### src/rtl/mem_wb_pipeline_pkg.sv
// Shared constants and FSM encoding for the EX/MEM and MEM/WB backend slice.
package mem_wb_pipeline_pkg;

  localparam int WB_REGWRITE_BIT = 2;
  localparam int M_READ_BIT      = 1;
  localparam int M_WRITE_BIT     = 0;

  localparam logic [1:0] WB_SEL_ALU = 2'b00;
  localparam logic [1:0] WB_SEL_MEM = 2'b01;
  localparam logic [1:0] WB_SEL_PC4 = 2'b10;

  typedef enum logic {
    MEM_IDLE = 1'b0,
    MEM_WAIT = 1'b1
  } mem_state_t;

  // M=11 is illegal and behaves as a store, so only a pure read is a load.
  function automatic logic is_load(input logic [1:0] m);
    return m[M_READ_BIT] && !m[M_WRITE_BIT];
  endfunction

endpackage

### src/rtl/mem_access_fsm.sv
// Data-memory handshake sequencer: issues dmem_req and stalls the backend until dmem_ready.
module mem_access_fsm
  import mem_wb_pipeline_pkg::*;
(
  input  logic clk,
  input  logic rstn,
  input  logic access,
  input  logic dmem_ready,
  output logic dmem_req,
  output logic mem_stall
);

  mem_state_t state, state_nxt;

  always_ff @(posedge clk or negedge rstn) begin
    if (!rstn) state <= MEM_IDLE;
    else       state <= state_nxt;
  end

  always_comb begin
    state_nxt = state;
    case (state)
      MEM_IDLE: if (access && !dmem_ready) state_nxt = MEM_WAIT;
      MEM_WAIT: if (dmem_ready)            state_nxt = MEM_IDLE;
      default:                             state_nxt = MEM_IDLE;
    endcase
  end

  always_comb begin
    dmem_req  = 1'b0;
    mem_stall = 1'b0;
    case (state)
      MEM_IDLE: begin
        dmem_req  = access;
        mem_stall = access && !dmem_ready;
      end
      MEM_WAIT: begin
        dmem_req  = 1'b1;
        mem_stall = !dmem_ready;
      end
      default: ;
    endcase
  end

endmodule

### src/rtl/mem_wb_pipeline.sv
// EX/MEM + MEM/WB pipeline registers, memory sequencing and load-use detection.
// Optional BACKEND_PERF_CNT_EN adds stall-cycle counters perf_mem_wait / perf_load_use.
module mem_wb_pipeline
  import mem_wb_pipeline_pkg::*;
#(
  parameter int XLEN = 32,
  parameter int RA_W = 5
`ifdef BACKEND_PERF_CNT_EN
  , parameter int CNT_W = 32
`endif
) (
  input  logic            clk,
  input  logic            rstn,
  input  logic            ex_valid,
  input  logic [RA_W-1:0] ex_rd_addr,
  input  logic [2:0]      ex_WB,
  input  logic [1:0]      ex_M,
  input  logic [XLEN-1:0] ex_alu_result,
  input  logic [XLEN-1:0] ex_rs2_data,
  input  logic [XLEN-1:0] ex_pc4,
  input  logic [RA_W-1:0] id_rs1_addr,
  input  logic [RA_W-1:0] id_rs2_addr,
  output logic            dmem_req,
  output logic            dmem_we,
  output logic [XLEN-1:0] dmem_addr,
  output logic [XLEN-1:0] dmem_wdata,
  input  logic            dmem_ready,
  input  logic [XLEN-1:0] dmem_rdata,
  output logic [RA_W-1:0] mem_rd_addr,
  output logic [2:0]      mem_WB,
  output logic [XLEN-1:0] mem_alu_result,
  output logic [RA_W-1:0] wb_rd_addr,
  output logic [2:0]      wb_WB,
  output logic [XLEN-1:0] wb_rd_data,
  output logic            rf_we,
  output logic [RA_W-1:0] rf_waddr,
  output logic [XLEN-1:0] rf_wdata,
  output logic            mem_stall,
  output logic            load_use_stall
`ifdef BACKEND_PERF_CNT_EN
  , output logic [CNT_W-1:0] perf_mem_wait
  , output logic [CNT_W-1:0] perf_load_use
`endif
);

  logic            mem_valid;
  logic [RA_W-1:0] mem_rd;
  logic [2:0]      mem_wb;
  logic [1:0]      mem_m;
  logic [XLEN-1:0] mem_alu, mem_rs2, mem_pc4;

  logic            wb_valid;
  logic [RA_W-1:0] wb_rd;
  logic [2:0]      wb_wb;
  logic [XLEN-1:0] wb_alu, wb_pc4, wb_rdata;

  logic access, mem_advance;

  // EX/MEM: frozen while memory waits; invalid EX enters as a bubble.
  always_ff @(posedge clk or negedge rstn) begin
    if (!rstn) begin
      mem_valid <= 1'b0;
      mem_rd    <= '0;
      mem_wb    <= '0;
      mem_m     <= '0;
      mem_alu   <= '0;
      mem_rs2   <= '0;
      mem_pc4   <= '0;
    end else if (!mem_stall) begin
      mem_valid <= ex_valid;
      mem_rd    <= ex_rd_addr;
      mem_wb    <= ex_valid ? ex_WB : 3'b000;
      mem_m     <= ex_valid ? ex_M  : 2'b00;
      mem_alu   <= ex_alu_result;
      mem_rs2   <= ex_rs2_data;
      mem_pc4   <= ex_pc4;
    end
  end

  assign access      = mem_valid && (|mem_m);
  assign mem_advance = mem_valid && !mem_stall;

  mem_access_fsm u_fsm (
    .clk       (clk),
    .rstn      (rstn),
    .access    (access),
    .dmem_ready(dmem_ready),
    .dmem_req  (dmem_req),
    .mem_stall (mem_stall)
  );

  assign dmem_we    = dmem_req && mem_m[M_WRITE_BIT];
  assign dmem_addr  = mem_alu;
  assign dmem_wdata = mem_rs2;

  // MEM/WB: a stalled MEM stage sends a bubble so WB never repeats a write.
  always_ff @(posedge clk or negedge rstn) begin
    if (!rstn) begin
      wb_valid <= 1'b0;
      wb_rd    <= '0;
      wb_wb    <= '0;
      wb_alu   <= '0;
      wb_pc4   <= '0;
      wb_rdata <= '0;
    end else if (mem_stall) begin
      wb_valid <= 1'b0;
    end else begin
      wb_valid <= mem_valid;
      wb_rd    <= mem_rd;
      wb_wb    <= mem_wb;
      wb_alu   <= mem_alu;
      wb_pc4   <= mem_pc4;
      if (mem_advance && is_load(mem_m)) wb_rdata <= dmem_rdata;
    end
  end

  assign mem_rd_addr    = mem_rd;
  assign mem_WB         = {mem_wb[WB_REGWRITE_BIT] & mem_valid, mem_wb[1:0]};
  assign mem_alu_result = mem_alu;
  assign wb_rd_addr     = wb_rd;
  assign wb_WB          = {wb_wb[WB_REGWRITE_BIT] & wb_valid, wb_wb[1:0]};

  always_comb begin
    wb_rd_data = wb_alu;
    case (wb_wb[1:0])
      WB_SEL_ALU: wb_rd_data = wb_alu;
      WB_SEL_MEM: wb_rd_data = wb_rdata;
      WB_SEL_PC4: wb_rd_data = wb_pc4;
      default:    wb_rd_data = wb_alu;
    endcase
  end

  assign rf_we    = wb_WB[WB_REGWRITE_BIT] && (wb_rd != '0);
  assign rf_waddr = wb_rd;
  assign rf_wdata = wb_rd_data;

  // A memory wait already freezes the front end, so it overrides load-use.
  always_comb begin
    load_use_stall = ex_valid && ex_M[M_READ_BIT] && ex_WB[WB_REGWRITE_BIT] &&
                     (ex_rd_addr != '0) &&
                     ((ex_rd_addr == id_rs1_addr) || (ex_rd_addr == id_rs2_addr)) &&
                     !mem_stall;
  end

`ifdef BACKEND_PERF_CNT_EN
  always_ff @(posedge clk or negedge rstn) begin
    if (!rstn) begin
      perf_mem_wait <= '0;
      perf_load_use <= '0;
    end else begin
      if (mem_stall)      perf_mem_wait <= perf_mem_wait + 1'b1;
      if (load_use_stall) perf_load_use <= perf_load_use + 1'b1;
    end
  end
`endif

endmodule

### config.mk
export PLATFORM = sky130hd
export DESIGN_NAME = mem_wb_pipeline
export DESIGN_NICKNAME = d
export VERILOG_FILES = /design/src/rtl/mem_wb_pipeline_pkg.sv /design/src/rtl/mem_access_fsm.sv /design/src/rtl/mem_wb_pipeline.sv
export SDC_FILE = /design/constraint.sdc
export NUM_CORES = 1
export LEC_CHECK = 0
export ABC_AREA = 1
export CORE_MARGIN = 2
export CORE_UTILIZATION = 40
export DETAILED_ROUTE_END_ITERATION = 6
export GPL_TIMING_DRIVEN = 0
export PLACE_DENSITY = 0.72
export SETUP_SLACK_MARGIN = 0.05
export SLEW_MARGIN = 30
export SYNTH_ARGS = -nofsm -noshare
export SYNTH_HDL_FRONTEND = slang
export SYNTH_HIERARCHICAL = 1
export SYNTH_SLANG_ARGS = --single-unit
### constraint.sdc
create_clock -name clk -period 4.51 [get_ports clk]
set_input_delay 0.6765 -clock clk [delete_from_list [all_inputs] [get_ports clk]]
set_output_delay 0.6765 -clock clk [all_outputs]
set_load 0.01 [all_outputs]
# Word level (Yosys, flattened, before mapping)
# Index checks and enable logic that the tools add are counted.
[op_classes]
eq_ne = 4
n_mux = 9
bitwise = 4
reduce_logical = 20
[op_table]
columns = ["operator", "count"]
rows = [
  ["32-bit case mux with 2 select lines", 1],
  ["1-bit logical AND", 12],
  ["5-bit == test", 2],
  ["5-bit nonzero test", 2],
  ["1-bit case mux with 2 select lines", 3],
  ["1-bit zero test", 3],
  ["1-bit 2-to-1 mux", 3],
  ["3-bit 2-to-1 mux", 1],
  ["1-bit bitwise AND", 2],
  ["2-bit by 1-bit == test with 1-bit output (second input constant)", 1],
  ["2-bit == test (second input constant)", 1],
  ["2-bit 2-to-1 mux", 1],
  ["1-bit NOT", 2],
  ["2-bit AND reduction", 1],
  ["2-bit OR reduction", 1],
  ["1-bit logical OR", 1],
]
[totals]
ff_bits = 213
elab_cells = 51

# Longest topological paths before layout
[logic_depth]
depth_word = 8
ltp_mapped = 10
depth_no_buf = 9

# By module
# Netlist, hierarchy kept.
[by_module_without_submodules]
columns = ["module", "n_inst", "cells_each", "area_per_inst_um2"]
rows = [
  ["mem_wb_pipeline", 1, 1120, 9534.1],
  ["mem_access_fsm", 1, 4, 38.8],
]

# Least setup slack after synthesis
# No wires, ideal clock.
[synth_path]
kind = "input -> output"
startpoint = "in dmem_ready"
endpoint = "out load_use_stall"
arrival_ps = 1569
t_required_ps = 3833
setup_slack_ps = 2264
stages = 7
path_buffers = 1
path_cell_list = "nor2_1 -> inv_1 -> buf_4 -> nand3_1 -> nor2_1 -> o21ai_0 -> a21oi_1"
[synth_between]
elab_chain_cells = 5
[synth_lines]
columns = ["item", "line_no", "text"]
rows = [
  ["start, declared", "mem_wb_pipeline.sv:27", "input logic dmem_ready,"],
  ["1-bit zero test *", "mem_access_fsm.sv:35, mem_access_fsm.sv:39", ""],
  ["1-bit logical AND", "mem_access_fsm.sv:35", "mem_stall = access && !dmem_ready;"],
  ["1-bit case mux with 2 select lines *", "mem_access_fsm.sv:32", "case (state)"],
  ["1-bit zero test *", "mem_wb_pipeline.sv:142", "!mem_stall;"],
  ["1-bit logical AND *", "mem_wb_pipeline.sv:141", "((ex_rd_addr == id_rs1_addr) || (ex_rd_addr == id_rs2_addr)) &&"],
  ["end, declared", "mem_wb_pipeline.sv:39", "output logic load_use_stall"],
]
# Every way passes the cells marked *; elsewhere a longest branch is shown, timed or not.

# Worst setup path in the final report
[layout_path]
startpoint = "reg mem_valid"
endpoint = "out load_use_stall"
[layout_between]
elab_chain_cells = 5
[layout_lines]
columns = ["item", "line_no", "text"]
rows = [
  ["start, declared", "mem_wb_pipeline.sv:46", "logic mem_valid;"],
  ["start signal, assigned", "mem_wb_pipeline.sv:70", "mem_valid <= ex_valid;"],
  ["1-bit logical AND", "mem_wb_pipeline.sv:80", "assign access = mem_valid && (|mem_m);"],
  ["via access", "mem_wb_pipeline.sv:57", "logic access, mem_advance;"],
  ["1-bit logical AND", "mem_access_fsm.sv:35", ""],
  ["1-bit case mux with 2 select lines", "mem_access_fsm.sv:32", ""],
  ["1-bit zero test", "mem_wb_pipeline.sv:142", ""],
  ["1-bit logical AND", "mem_wb_pipeline.sv:141", ""],
]
# The timed path passes the listed nets, and every way through them passes these cells.

==> impl_results.md <==
- Crit path time final: 3.67 ns
- Crit. End Element: primary output
- Fin. max-slew vios: 0
- Main synth FF type: dfrtp_1
- Count leader, synth: nand2_1
- Initial antenna violation count: 3
- Postcts setup bufs: 0
- Final setup fails: 0
- First-pass DRT Iterations: 5
- Outcome: finished, final reports clean
- Crit path depth: 11
- CTS clk-pin slew, worst paths: 0.06 ns
- Async SR Flop Fraction: 100%
- Largest area contributor in the netlist: dfrtp_1
- Total GRT Usage: 23.0%
- Final TNS setup: 0 ns
- Worst path cell trace: inv_1 -> a21oi_1 -> nor2_2 -> nor2_1 -> inv_1 -> buf_4 -> nand3_1 -> nor2_1 -> o21ai_0 -> a21oi_1 -> clkdlybuf4s50_1
- Placed Area: 0.0134 mm^2
- Vias in the first global route: 8,406
- Dpl cells: 1,782
- Cell family with most CP delay: buffers and inverters
- Grt total ovfl: 0
- Synthesis Warnings: 6
- GP Congestion: 0.866
- Post-route cell area: 0.0142 mm^2
- EDFF count, synth: 0
- DR iter-0 viols: 478
- Placeable Area: 0.0235 mm^2
- Die height: 159 um
- Via density: 4.63
- Post-route ant nets: 0
- DRT met1 WL: 12,800 um
- Drt drc: 0
- Final hold vios: 0
- Dpl hpwl: 22,200 um
- Clock Sinks: 213
- Routed wire per std cell: 16.3 um
- Worst-path fanout max: 10
- WHS: 0.117 ns
- Crit path buf inv count: 4
- Commonest cells in the netlist: 423 x nand2_1, 213 x dfrtp_1, 102 x inv_1
- Sequential area share after synthesis: 55.7%
- Leakage: 6.89 nW
- Worst Path Class, Setup: flop to primary output
- Setup Skew: 0.00803 ns
- Worst skew pair latency: 0.50 ns
- Critical Path Max Stage Delay: 0.56 ns
- HP Class: input pin to async pin
- Cell area after synthesis: 0.00957 mm^2
- Area of the die: 0.0252 mm^2
- Finished Layout Cells: 1,829
- CTS tree: done
- Routed length on met2: 14,400 um
- Slew headroom: 62.3%
- CTS HTree Levels: 1
- RSZ-0062 raised after global routing: no
- Fin crit share: 81.3%
- CP arrival: 2.99 ns
- Distinct cells, synth: 20
- Maxcap violations: 0
- Required @ worst endpoint: 3.83 ns
- Total number of vias: 8,460
- Root Buffer: clkbuf_16
- #FFs+latches synth: 213
- Syn Area/Cell: 8.52 um^2
- Crit path launch type: flop
- Power density over the cells: 494 mW/mm^2
- NumNets Final: 1,643
- FF-to-FF Start: mem_valid$_DFFE_PN0N_
- Share of layout cells above drive strength 1: 12.5%
- VDD IR max: 0.313 mV
- Area Growth Syn to Fin: 48.8%
- Initial Util: 40.8%
- Global-route wire length before repair: 46,500 um
- Largest cells by area after synthesis: dfrtp_1 56%, nand2_1 17%, buf_4 5.9%
- Hold buffer count at cts: 0
- CTS Buf Count: 24
- Crit path launch: mem_valid$_DFFE_PN0N_
- Worst-Margin Slew: 0.566 ns
- Die Width: 159 um
- Clk buf depth: 3
- Slowest-stage cell, CP: clkdlybuf4s50_1
- Top-area cell type share of the netlist area: 55.7%
- Metal3 WL: 1950 um
- Port bufs: 337
- Total power: 0.00704 W
- Synthesized Nets: 1,278
- Multi-input logic area: 0.00299 mm^2
- Worst R2R Path Depth: 10
- FP Rows: 56
- Total Wirelength: 29,700 um
- Gate count of the mapped netlist: 1,124
- Fmax: 273 MHz
- Maximum number of pins on one net before global-route repair: 81
- Gates resized, CTS repair: 0
- Reg area: 0.00533 mm^2
- Uppermost layer routed: met4
- I/O pin count: 338
- Fillers: 2,045
worst paths after layout:
check,endpoint,slack [ns]
min in group clk,wb_alu[12]$_DFFE_PN0N_,0.47
worst min register to register,wb_alu[12]$_DFFE_PN0N_,0.47
worst max-delay path,load_use_stall,0.84
worst min-delay path,dmem_wdata[18]$_DFFE_PN0N_,0.12
worst max register to register,dmem_wdata[11]$_DFFE_PN0N_,2.36
max in group asynchronous,wb_rdata[14]$_DFFE_PN0P_,3.60
power by group:
| group | leakage [nW] | switching [W] | internal, W |
|---|---|---|---|
| Sequential | 2.57 | 0.000262 | 0.00231 |
| Combinational | 3.92 | 0.00114 | 0.00130 |
| Clock | 0.400 | 0.000777 | 0.00126 |
kinds of logic after synthesis:
logic type | count (synthesis) | synth area share [%]
AOI/OAI and AO/OA | 198 | 11.6
adders and majority gates | 2 | 0.261
xor gates and xnor gates | 3 | 0.275
and+or+nand+nor | 475 | 19.1
buffers and inverters | 233 | 13.1
DFF | 213 | 55.7
placed cells by master, fill, tap and decap left out:
master / instances
nand2_1: 423
clkdlybuf4s50_1: 336
dfrtp_1: 213
inv_1: 102
o21ai_0: 99
buf_4: 75
a21oi_1: 66
nor2_1: 42
o21ai_2: 32
buf_2: 30
clkbuf_1: 25
clkbuf_16: 25
buf_6: 8
nand3_1: 6
clkbuf_8: 4
diode_2: 3
bufinv_16: 3
xnor2_1: 2
ha_1: 2
clkinv_2: 2
clkinvlp_4: 2
buf_16: 2
xor2_1: 1
nand4_1: 1
nor2_8: 1
nand3_4: 1
o22ai_1: 1
clkinv_4: 1
buf_8: 1
nor2_2: 1
registers in the layout, indices dropped and copies added, names as in the netlist:
signal       cells
mem_rd_addr      5
wb_wb            3
wb_pc4          32
mem_m            2
rf_waddr         5
mem_wb           3
dmem_addr       32
u_fsm/state      1
wb_rdata        32
wb_alu          32
dmem_wdata      32
wb_valid         1
mem_pc4         32
mem_valid        1
worst reg2reg max path, cell delays in order (launching register included):
cell	delay, ns
dfrtp_1	0.34
inv_1	0.12
a21oi_1	0.20
nor2_2	0.07
nor2_1	0.32
inv_1	0.21
buf_4	0.25
buf_6	0.17
buf_2	0.19
nand2_1	0.09
nand2_1	0.06
metal layers:
| layer | vias to the layer above | track usage [%] |
|---|---|---|
| li1 | 4133 | - |
| met1 | 3988 | 30.1 |
| met2 | 302 | 39.0 |
| met3 | 37 | 4.55 |
| met5 | - | 0 |
| met4 | 0 | 6.71 |
area by class of cell:
cell class	count	share of cell area, %
Clock inverter	8	0.870
Tap cell	319	2.80
Timing Repair Buffer	339	24.1
Antenna cell	3	0.0527
Sequential cell	213	37.4
Clock buffer	36	4.96
Multi-Input combinational cell	678	21.0
Inverter	102	2.69
Buffer	131	6.11
through the flow:
step / util, % / worst slack [ns]
final: 60.7 / 0.845
after global routing: 60.7 / 0.642
after floorplan: - / 2.26
after CTS: 60.7 / 0.817
after global placement: 56.9 / -6.22
after detailed placement: 57.1 / 1.05
(Power assumes the default switching activity.)
